<file path="src/rtl/plcounter_pkg.sv">
// Shared constants for the preloadable up/down counter.
// Latency: n/a (types and constants only).
// Backpressure: n/a (no handshake anywhere in this block).
package plcounter_pkg;

    // Encoding of the updown input.
    typedef enum logic {
        DIR_DOWN = 1'b0,
        DIR_UP   = 1'b1
    } dir_e;

    localparam int DEFAULT_WIDTH = 8;

endpackage

</file>
<file path="src/rtl/plcounter_step.sv">
// Combinational +1/-1 unit: result = value + 1 when counting up, value - 1 when down, modulo 2^WIDTH.
// Latency: 0 cycles (pure combinational).
// Backpressure: none.
//
// Ports:
//   value   current counter value
//   updown  1 = increment, 0 = decrement
//   result  value +/- 1, wrapping at both ends
module plcounter_step
    import plcounter_pkg::*;
#(
    parameter int WIDTH = DEFAULT_WIDTH
) (
    input  logic [WIDTH-1:0] value,
    input  logic             updown,
    output logic [WIDTH-1:0] result
);

    localparam logic [WIDTH-1:0] ONE = WIDTH'(1);

    // Both directions are plain modular add/sub; the truncation to WIDTH bits is the wrap.
    always_comb begin
        result = value;
        if (dir_e'(updown) == DIR_UP) begin
            result = value + ONE;
        end else begin
            result = value - ONE;
        end
    end

endmodule

</file>
<file path="src/rtl/plcounter.sv">
// Preloadable free-running up/down counter: loads `in` on the first edge after reset, then counts each clock.
// Latency: out is registered; an updown change shows on the next rising edge.
// Backpressure: none; the counter never stalls once loaded.
//
// Ports:
//   clk     rising-edge clock
//   rst     asynchronous reset, active-low (0 = in reset)
//   updown  count direction: 1 = up, 0 = down
//   in      preload value, sampled only on the first edge after reset release
//   out     registered counter value
module plcounter
    import plcounter_pkg::*;
#(
    parameter int WIDTH = DEFAULT_WIDTH
) (
    input  logic             clk,
    input  logic             rst,
    input  logic             updown,
    input  logic [WIDTH-1:0] in,
    output logic [WIDTH-1:0] out
);

    logic             load_pend;
    logic [WIDTH-1:0] step_val;

    plcounter_step #(
        .WIDTH (WIDTH)
    ) u_step (
        .value  (out),
        .updown (updown),
        .result (step_val)
    );

    // load_pend re-arms on every reset so the first edge after release is always a
    // preload rather than a count. An edge coinciding with release still sees rst low
    // through the async path, which pushes the preload to the following edge.
    always_ff @(posedge clk or negedge rst) begin
        if (!rst) begin
            out       <= '0;
            load_pend <= 1'b1;
        end else if (load_pend) begin
            out       <= in;
            load_pend <= 1'b0;
        end else begin
            out       <= step_val;
        end
    end

endmodule

</file>
<file path="config.mk">
export PLATFORM = sky130hd
export DESIGN_NAME = plcounter
export DESIGN_NICKNAME = d
export VERILOG_FILES = /design/src/rtl/plcounter_pkg.sv /design/src/rtl/plcounter_step.sv /design/src/rtl/plcounter.sv
export SDC_FILE = /design/constraint.sdc
export NUM_CORES = 1
export LEC_CHECK = 0
export CAP_MARGIN = 20
export CORE_MARGIN = 2
export CORE_UTILIZATION = 41
export CTS_CLUSTER_DIAMETER = 50
export CTS_CLUSTER_SIZE = 14
export DETAILED_ROUTE_END_ITERATION = 10
export GPL_TIMING_DRIVEN = 0
export PLACE_DENSITY = 0.76
export SETUP_SLACK_MARGIN = 0.15
export SYNTH_ARGS = -nofsm -noshare
export SYNTH_HDL_FRONTEND = slang
export SYNTH_SLANG_ARGS = --single-unit
export TNS_END_PERCENT = 1
</file>
<file path="constraint.sdc">
create_clock -name clk -period 1.6 [get_ports clk]
set_input_delay 0.16 -clock clk [delete_from_list [all_inputs] [get_ports clk]]
set_output_delay 0.16 -clock clk [all_outputs]
set_load 0.005 [all_outputs]
</file>
; ---- Word-level counts from Yosys, hierarchy flattened
; Index checks and enable logic that the tools add are counted.
[op_classes]
addsub = 2
n_mux = 2
[op_table]
columns = op, count
row1 = 8-bit 2-to-1 mux, 2
row2 = 8-bit by 1-bit adder with 8-bit output (second input constant), 1
row3 = 8-bit by 1-bit subtractor with 8-bit output (second input constant), 1
[totals]
register_bits = 9
in_bits = 11
out_inout_bits = 8
word_cells = 6

; ---- Longest topological paths before layout
; Gate-level depths: netlist of run 1.
[logic_depth]
word_depth = 3
ltp_mapped = 6
mapped_depth_nobuf = 6

; ---- Cells and area by module
; A second synthesis of run 1 with hierarchy kept.
[hier_totals]
cells_unflattened = 55
hier_area_um2 = 643.1
[modules_own_cells]
columns = mod, n_inst, cells_each, area_each_um2, seq_area_each_um2
row1 = plcounter, 1, 19, 361.6, 226.5
row2 = plcounter_step, 1, 36, 281.5, 0.0

; ---- Worst setup path before layout of run 1
; No wires, ideal clock.
[synth_timing]
path_kind = register to register
start = register out[2]
end = register out[7]
setup_ns = 0.067
arrival_time_ns = 1.506
required_time_ns = 1.533
path_slack_ns = 0.027
stages_incl_launch_ff = 6
n_path_buf = 0
synth_period_minus_slack_ns = 1.573
path_cell_list = dfrtp_1 ha_1 o21ai_1 o31a_1 a311oi_2 o221a_1
[synth_between]
elab_chain_len = 3
elab_cells_between_ends = 4
classes_between = add/sub (2) / mux (2)
[synth_lines]
columns = item, line
row1 = start: declaration, plcounter.sv:20  ; output logic [WIDTH-1:0] out
row2 = start signal: assignment, plcounter.sv:42  ; out <= in;
row3 = start signal: assignment, plcounter.sv:45  ; out <= step_val;
row4 = 8-bit by 1-bit subtractor with 8-bit output / 8-bit by 1-bit adder with 8-bit output (equally long branches), "plcounter_step.sv:27, plcounter_step.sv:25"
row5 = 8-bit 2-to-1 mux *, plcounter_step.sv:24  ; if (dir_e'(updown) == DIR_UP) begin
row6 = 8-bit 2-to-1 mux *, plcounter.sv:41  ; end else if (load_pend) begin
; Mark *: on every way between the ends. The rest lies on a longest branch, timed or not.

; ---- Final worst setup path of run 1
[layout_timing]
start = register out[1]
end = register out[5]
; The elaborated chain is that of the path after synthesis.

==> flow_metrics.py, run 1 <==
metrics = {
    "critical_path": {
        "rr_endpoint": "out[5]$_DFF_PN0_",
        "worst_setup_path_start_kind": "flip-flop",
        "crit_family": "simple AND/OR/NAND/NOR gates",
        "cp.arrival_ns": 1.81,
        "crit_path_cell_trace": "ha_4, a211oi_4, nor2_2, or4_1, nand3_1",
        "slowest_delay_ns": 0.45,
        "slowest_stage": "dfrtp_2",
        "required_ns": 1.83,
        "worst-r2r-cell-count": 5,
        "end_kind": "flip-flop",
        "r2r_start": "out[1]$_DFF_PN0_",
        "crit_type": "reg -> reg",
        "worst-path-buf-inv": 0,
        "rrSetupSlack_ns": 0.02,
        "path_max_fanout": 3,
    },
    "cts": {
        "cts-buffers-inserted": 3,
        "cts_hold_buf": 0,
        "clockRootBuffer": "clkbuf_4",
        "cts_buffer_depth": 2,
        "clkSinkCount": 9,
        "path_clk_slew_ns": 0.07,
        "cts_tree": "done",
        "htree_levels": 1,
        "insertion_delay_ns": 0.29,
    },
    "placement": {
        "globalplace.congestion": 0.762,
        "dp_hpwl_um": 1140,
        "post-place-ws_ns": -0.603,
        "portBuffers": 18,
        "placed_cells": 104,
    },
    "pwr": {
        "p_per_area_nw_per_um2": 1240,
        "seq_power_share_pct": 26.9,
        "power_mw": 1.32,
        "clkPwrFrac_pct": 14.9,
        "peakVddDrop_mv": 0.616,
        "switchingPower_mw": 0.489,
        "p_leak_nw": 0.406,
        "power.internal_mw": 0.834,
        "p_comb_share_pct": 58.2,
        "p_sw_share_pct": 37.0,
    },
    "finish": {
        "final_cells": 115,
        "finalNetCount": 118,
        "syn2layout_area_growth_pct": 63.5,
        "num-fill-cells": 118,
        "seqCellArea_sq_um": 229,
        "multi_input_area_sq_um": 514,
        "drive_gt1_share_pct": 35.4,
        "diodes": 0,
        "final_util_pct": 70.8,
    },
    "drt": {
        "routed_wl_um": 1850,
        "ant_nets": 0,
        "viasPerCell": 5.81,
        "wl_met1_um": 742,
        "first_iter_violations": 12,
        "dr_wl_met3_um": 83,
        "route.vias.total": 668,
        "drt-pass1-iter-count": 4,
        "routedWlPerCell_um": 16.1,
        "topRoutingLayerUsed": "met4",
        "wl_met2_um": 975,
        "drc_errors": 0,
    },
    "global_routing": {
        "grt_max_degree": 11,
        "grt_pass1_wl_um": 2860,
        "grt_pass1_vias": 654,
        "grt_overflow_total": 0,
        "antenna_found_initial": 0,
        "grt_usage_pct": 20.7,
    },
    "worst_hold_path": {
        "hold_path.class": "in -> async",
    },
    "sta": {
        "fin_ws_ns": 0.0223,
        "finalCriticalPeriod_ns": 1.58,
        "slew_violations": 0,
        "whs_ns": 0.178,
        "fin_crit_sh_pct": 98.6,
        "fin_worst_skew_ns": 0.00896,
        "rsz0062_at_grt": "yes",
        "finalHoldViolations": 0,
        "clock.fmax_mhz": 634,
        "finalSetupViolations": 0,
    },
    "die": {
        "die_area_sq_um": 1930,
        "io_pins": 19,
        "initial_core_util_pct": 43.3,
        "die_y_um": 43.9,
        "core-area_sq_um": 1510,
        "rows": 14,
        "dieWidth_um": 43.9,
    },
    "synth": {
        "synthArstFlopShare_pct": 100,
        "synth_cell_types": 33,
        "syn_nets": 88,
        "synth_seq_area_share_pct": 34.7,
        "synth_edf_count": 0,
        "synthesis.instances": 70,
        "syn_area_sq_um": 652,
        "synth_ff_type": "dfrtp_1",
        "yosys_warnings": 0,
        "synth-seq-cells": 9,
        "syn_avg_cell_area_sq_um": 9.31,
    },
    "outcome": {
        "status": "completed",
    },
    "job": {
        "max_cap_violations": 0,
    },
}
==> Yosys cell counts, types with 2 or more instances <==
cell      instances  area, sq um
a211oi_1          5         37.5
a221oi_1          2         17.5
dfrtp_1           8          200
ha_1              6         75.1
inv_1             3         11.3
nand2_1           7         26.3
nand3_1           2         10.0
nor2_1            5         18.8
nor3_1            2         10.0
o211ai_1          2         15.0
o21ai_0           5         25.0
xnor2_1           2         17.5
==> state kept, by name, indices dropped and copies added, names as in the netlist <==
name	count
out	8
load_pend	1
==> through the flow <==
stage / area, sq um / TNS (ns)
3_3_place_gp: 882 / -2.64
3_5_place_dp: 882 / -2.74
2_1_floorplan: 682 / 0
5_1_grt: 1070 / -0.0383
4_1_cts: 1040 / 0
6_report: 1070 / 0
==> how the worst max path moves through the flow <==
stage | from | end | slack, ns | depth (start not counted)
after floorplan | out[1]$_DFF_PN0_ | out[7]$_DFF_PN0_ | 0.06 | 5
after global placement | updown | out[7]$_DFF_PN0_ | -0.57 | 7
after detailed placement | updown | out[7]$_DFF_PN0_ | -0.60 | 7
after CTS | out[3]$_DFF_PN0_ | out[7]$_DFF_PN0_ | 0.04 | 5
after global routing | out[4]$_DFF_PN0_ | out[7]$_DFF_PN0_ | -0.04 | 5
final | out[1]$_DFF_PN0_ | out[5]$_DFF_PN0_ | 0.02 | 5
==> layout by cell type, fill, tap and decap left out, types with 3 or more instances in the layout <==
cell,count
o21ai_0,5
buf_6,6
nand2_1,7
clkbuf_4,3
clkdlybuf4s50_1,16
ha_4,6
dfrtp_1,6
buf_4,3
nor2_1,4
==> cell families after synthesis <==
group                    synth area share (%)
AO/OA/AOI/OAI                            26.3
AND/OR/NAND/NOR                          16.3
flip-flops                               34.7
adder cells (fa/ha/maj)                  14.6
buffers and inverters                    3.07
XOR/XNOR                                 2.69
other                                   0.575
multiplexers                             1.73
==> layout make-up <==
class	count	share of cell area [%]
timing repair buffer	26	23.9
sequential	9	21.5
inverter	3	1.41
clock inverter	1	0.469
tap	16	1.88
clock buffer	3	2.11
buffer	1	0.469
multi-input combinational	56	48.2
==> worst reg2reg max path, delay by kind of cell (launching register included) <==
kind | cells | cell delay, ns
adder cells (fa/ha/maj) | 1 | 0.24
AND/OR/NAND/NOR | 3 | 0.58
AO/OA/AOI/OAI | 1 | 0.25
flip-flops | 1 | 0.45
==> power groups by stage <==
| stage | registers [mW] | clock network, mW | logic [mW] |
|---|---|---|---|
| finish | 0.355 | 0.198 | 0.770 |
| global route | 0.365 | 0.213 | 0.833 |
| CTS | 0.351 | 0.198 | 0.709 |
| detailed placement | 0.336 | 0 | 0.603 |
| global placement | 0.334 | 0 | 0.591 |
| floorplan | 0.340 | 0 | 0.382 |
==> metal layers <==
| layer | track usage, % | vias up |
|---|---|---|
| met1 | 26.6 | 323 |
| met4 | 10.9 | 0 |
| li1 | - | 321 |
| met2 | 32.9 | 19 |
| met3 | 3.75 | 5 |
| met5 | 0 | - |
==> repair_timing <==
| action | 4_1_cts | 5_1_grt |
|---|---|---|
| buffers inserted | 8 | 0 |
| setup endpoints to repair | 7 | 7 |
| pin swaps | 5 | 1 |
| resized for setup | 16 | 8 |
Note: power is estimated with default switching activity, not from simulation.
==> run 2: changes to the inputs <==
--- a/config.mk
+++ b/config.mk
@@ -12,7 +12,7 @@
 export CTS_CLUSTER_SIZE = 14
 export DETAILED_ROUTE_END_ITERATION = 10
 export GPL_TIMING_DRIVEN = 0
-export PLACE_DENSITY = 0.76
+export PLACE_DENSITY = 0.73
 export SETUP_SLACK_MARGIN = 0.15
 export SYNTH_ARGS = -nofsm -noshare
 export SYNTH_HDL_FRONTEND = slang
==> flow_metrics.py, run 2 (same netlist as run 1, synthesis figures left out) <==
metrics = {
    "outcome": {
        "status": "completed",
    },
    "drt": {
        "drc_errors": 0,
        "routed_wl_um": 1790,
        "dr_wl_met3_um": 73,
        "routedWlPerCell_um": 15.7,
        "ant_nets": 0,
        "drt-pass1-iter-count": 4,
        "viasPerCell": 5.80,
        "route.vias.total": 661,
        "topRoutingLayerUsed": "met4",
        "wl_met1_um": 801,
        "first_iter_violations": 16,
        "wl_met2_um": 884,
    },
    "cts": {
        "cts_tree": "done",
        "path_clk_slew_ns": 0.07,
        "cts_buffer_depth": 2,
        "insertion_delay_ns": 0.27,
        "htree_levels": 1,
        "clkSinkCount": 9,
        "clockRootBuffer": "clkbuf_4",
        "cts-buffers-inserted": 3,
        "cts_hold_buf": 0,
    },
    "placement": {
        "dp_hpwl_um": 1140,
        "globalplace.congestion": 0.763,
        "portBuffers": 18,
        "postPlaceCellArea_sq_um": 882,
    },
    "die": {
        "rows": 14,
        "die_y_um": 43.9,
        "io_pins": 19,
        "initial_core_util_pct": 43.3,
        "core-area_sq_um": 1510,
        "die_area_sq_um": 1930,
        "dieWidth_um": 43.9,
    },
    "pwr": {
        "peakVddDrop_mv": 0.653,
        "p_per_area_nw_per_um2": 1270,
        "p_leak_nw": 0.394,
    },
    "finish": {
        "seqCellArea_sq_um": 228,
        "num-fill-cells": 121,
        "largest_register": "out",
        "final_util_pct": 69.4,
        "syn2layout_area_growth_pct": 60.3,
        "multi_input_area_sq_um": 519,
        "drive_gt1_share_pct": 33.7,
        "layout_commonest_cell": "clkdlybuf4s50_1",
        "finalNetCount": 117,
        "largest_registers": "out (8), load_pend (1)",
        "largest_reg_flops": 8,
        "diodes": 0,
        "final_area_sq_um": 1040,
        "final_cell_mix": "clkdlybuf4s50_1 (16), buf_4 (8), nand2_1 (7), dfrtp_1 (7), ha_4 (6)",
    },
    "critical_path": {
        "cp.arrival_ns": 1.78,
        "slowest_delay_ns": 0.43,
        "end_kind": "flip-flop",
        "slowest_stage": "dfrtp_1",
        "worst_setup_path_start_kind": "flip-flop",
        "r2r_start": "out[1]$_DFF_PN0_",
        "path_max_fanout": 3,
        "crit_path_cell_trace": "ha_4, a211oi_4, nor2_2, or4_1, nand3_1",
        "crit_type": "reg -> reg",
        "startpoint": "out[1]$_DFF_PN0_",
        "required_ns": 1.81,
        "rrSetupSlack_ns": 0.03,
    },
    "sta": {
        "slew_violations": 0,
        "fin_crit_sh_pct": 98.0,
        "clock.fmax_mhz": 638,
        "rsz0062_at_grt": "yes",
        "fin_worst_skew_ns": 0.00607,
        "finalSetupViolations": 0,
        "finalCriticalPeriod_ns": 1.57,
        "finalHoldViolations": 0,
    },
    "global_routing": {
        "grt_pass1_vias": 646,
        "grt_overflow_total": 0,
        "grt_usage_pct": 21.3,
        "antenna_found_initial": 0,
        "grt_max_degree": 11,
        "grt_pass1_wl_um": 2930,
    },
    "worst_hold_path": {
        "hold_path.class": "in -> async",
    },
    "job": {
        "max_cap_violations": 0,
    },
}
run 2: metrics by stage:
step	cells	setup slack, ns	setup TNS (ns)	hold WS, ns	power [mW]
4_1_cts	115	0.0481	0	0.220	1.29
6_report	114	0.0319	0	0.204	1.33
5_1_grt	114	-0.0259	-0.0513	0.233	1.41
2_1_floorplan	70	0.0559	0	-0.136	0.722
3_5_place_dp	104	-0.610	-2.71	0.513	0.944
3_3_place_gp	104	-0.582	-2.72	0.497	0.925
run 2: path summary, 6_finish.rpt:
kind                                        to  cells after the start
setup / recovery              out[5]$_DFF_PN0_                      5
hold reg to reg               out[0]$_DFF_PN0_                      1
min in group clk              out[4]$_DFF_PN0_                      3
hold / removal                out[2]$_DFF_PN0_                      1
setup reg to reg              out[5]$_DFF_PN0_                      5
max in group asynchronous  load_pend$_DFF_PN1_                      1
run 2: repair_timing:
action / in CTS / in global routing
resized for setup: 15 / 5
cloned: 0 / 0
setup buffers: 7 / 0
endpoints found under the hold margin: 0 / 0
pin swaps: 5 / 4
setup endpoints to repair: 7 / 7
run 2: layout make-up:
type | count | share of cell area, %
buffer | 1 | 0.479
clock buffer | 4 | 2.51
inverter | 3 | 1.44
multi-input combinational | 56 | 49.7
sequential | 9 | 21.8
tap | 16 | 1.92
timing repair buffer | 25 | 22.2
run 2: routing by layer:
metal	GRT usage (%)	vias to the layer above
li1	-	322
met1	26.9	312
met2	36.2	22
met3	2.50	5
met4	9.09	0
met5	0	-
run 2: where the power goes:
| group | switching, mW | internal, mW | total, mW |
|---|---|---|---|
| Sequential | 0.0649 | 0.289 | 0.354 |
| Combinational | 0.327 | 0.460 | 0.787 |
| Clock | 0.0900 | 0.0965 | 0.187 |
| Total | 0.482 | 0.846 | 1.33 |
run 2: critical path, delay by kind of cell (launching register included):
kind | cells | cell delay, ns
adder cells (fa/ha/maj) | 1 | 0.25
flip-flops | 1 | 0.43
AO/OA/AOI/OAI | 1 | 0.23
AND/OR/NAND/NOR | 3 | 0.60
==> run 3: changes to the inputs <==
==> constraint.sdc (replaced) <==
create_clock -name clk -period 1.3 [get_ports clk]
set_input_delay 0.13 -clock clk [delete_from_list [all_inputs] [get_ports clk]]
set_output_delay 0.13 -clock clk [all_outputs]
set_load 0.005 [all_outputs]
==> flow_metrics.py, run 3 (same netlist as run 1, synthesis figures left out) <==
metrics = {
    "outcome": {
        "status": "finished, violations left",
        "violations": "negative setup slack",
    },
    "drt": {
        "routedWlPerCell_um": 15.9,
        "route.vias.total": 666,
        "drc_errors": 0,
        "viasPerCell": 5.95,
        "drt-pass1-iter-count": 4,
        "routed_wl_um": 1780,
        "ant_nets": 0,
        "first_iter_violations": 18,
    },
    "finish": {
        "drive_gt1_share_pct": 33.3,
        "largest_register": "out",
        "finalNetCount": 115,
        "diodes": 0,
        "seqCellArea_sq_um": 229,
        "layout_commonest_cell": "clkdlybuf4s50_1",
        "largest_reg_flops": 8,
        "final_cell_mix": "clkdlybuf4s50_1 (9), dlygate4sd2_1 (7), nand2_1 (6), ha_4 (6), dfrtp_1 (6)",
        "multi_input_area_sq_um": 538,
        "num-fill-cells": 127,
        "syn2layout_area_growth_pct": 63.7,
        "largest_registers": "out (8), load_pend (1)",
        "final_util_pct": 70.8,
        "final_cells": 112,
    },
    "cts": {
        "clockRootBuffer": "clkbuf_4",
        "path_clk_slew_ns": 0.08,
        "htree_levels": 1,
        "insertion_delay_ns": 0.28,
        "cts_tree": "done",
        "cts_buffer_depth": 2,
        "cts-buffers-inserted": 3,
        "clkSinkCount": 9,
    },
    "die": {
        "dieWidth_um": 43.9,
        "initial_core_util_pct": 43.3,
        "core-area_sq_um": 1510,
        "die_y_um": 43.9,
        "die_area_sq_um": 1930,
        "rows": 14,
        "io_pins": 19,
    },
    "critical_path": {
        "worst_setup_path_start_kind": "flip-flop",
        "startpoint": "out[3]$_DFF_PN0_",
        "r2r_start": "out[3]$_DFF_PN0_",
        "rr_endpoint": "out[7]$_DFF_PN0_",
        "crit_end": "out[7]$_DFF_PN0_",
        "worst-path-buf-inv": 0,
        "crit_type": "reg -> reg",
        "rrSetupSlack_ns": -0.25,
        "path_depth": 5,
        "crit_family": "compound AO/OA/AOI/OAI gates",
        "crit_path_cell_trace": "ha_4, o21ai_4, o31a_1, a311oi_2, o221a_1",
        "worst-r2r-cell-count": 5,
        "cp.arrival_ns": 1.76,
        "required_ns": 1.51,
        "slowest_delay_ns": 0.41,
        "path_max_fanout": 4,
        "slowest_stage": "dfrtp_1",
        "end_kind": "flip-flop",
    },
    "global_routing": {
        "grt_max_degree": 11,
        "antenna_found_initial": 0,
        "grt_overflow_total": 0,
        "grt_usage_pct": 20.4,
        "grt_pass1_vias": 635,
        "grt_pass1_wl_um": 2840,
    },
    "pwr": {
        "p_leak_nw": 0.410,
        "p_per_area_nw_per_um2": 1520,
        "peakVddDrop_mv": 0.859,
        "power_mw": 1.62,
    },
    "sta": {
        "fin_ws_ns": -0.250,
        "finalHoldViolations": 0,
        "clock.fmax_mhz": 645,
        "slew_violations": 0,
        "finalSetupViolations": 5,
        "rsz0062_at_grt": "yes",
        "finalCriticalPeriod_ns": 1.55,
        "fin_worst_skew_ns": 0.00947,
        "finalSetupTns_ns": -1.06,
        "fin_crit_sh_pct": 119,
    },
    "worst_hold_path": {
        "hold_path.class": "in -> async",
    },
    "placement": {
        "dp_hpwl_um": 1190,
        "portBuffers": 18,
        "globalplace.congestion": 0.814,
        "placed_cells": 104,
    },
    "job": {
        "max_cap_violations": 0,
    },
}
-- run 3: timing repair --
item / 4_1_cts / 5_1_grt
buffers inserted: 2 / 2
setup endpoints to repair: 16 / 9
hold buffers: 0 / 0
endpoints found under the hold margin: 0 / 0
pin swaps: 4 / 5
gates resized for setup: 22 / 8
-- run 3: where the power goes --
group          leakage, nW  switching [mW]  internal [mW]
Sequential           0.103          0.0697          0.357
Combinational        0.292           0.419          0.533
Clock               0.0150           0.124          0.119
-- run 3: area by class of cell --
cell class              instances  share of cell area, %
clock buffers                   4                   2.46
well taps                      16                   1.88
plain buffers                   2                   2.34
multi-input cells              56                   50.4
flip-flops and latches          9                   21.5
inverters                       3                   1.41
repair buffers                 22                   20.0
-- run 3: per-stage QoR --
step	hold WS, ns	instance area [sq um]	worst slack, ns
floorplan	-0.166	742	-0.236
detailed placement	0.474	942	-1.02
global placement	0.465	942	-1.00
finish	0.142	1070	-0.250
global route	0.192	1070	-0.328
CTS	0.177	1030	-0.270
-- run 3: how the worst min path moves through the flow --
stage / cells after the start / slack, ns / to / startpoint
4_1_cts: 1 / 0.18 / out[3]$_DFF_PN0_ / rst
6_report: 1 / 0.14 / out[3]$_DFF_PN0_ / rst
3_5_place_dp: 1 / 0.47 / out[0]$_DFF_PN0_ / rst
2_1_floorplan: 0 / -0.17 / out[0]$_DFF_PN0_ / rst
5_1_grt: 1 / 0.19 / out[3]$_DFF_PN0_ / rst
3_3_place_gp: 1 / 0.47 / out[3]$_DFF_PN0_ / rst
-- run 3: routing by layer --
metal / part of all wire (%) / GRT usage, %
met2: 49 / 32.4
met5: 0 / 0
met1: 42 / 26.6
met3: 5.9 / 4.17
met4: 3.5 / 9.09
-- run 3: worst register-to-register path: cells and delay by family (launching register included) --
kind	cells	cell delay, ns
compound gates	4	0.76
fa+ha+maj	1	0.31
flops	1	0.41
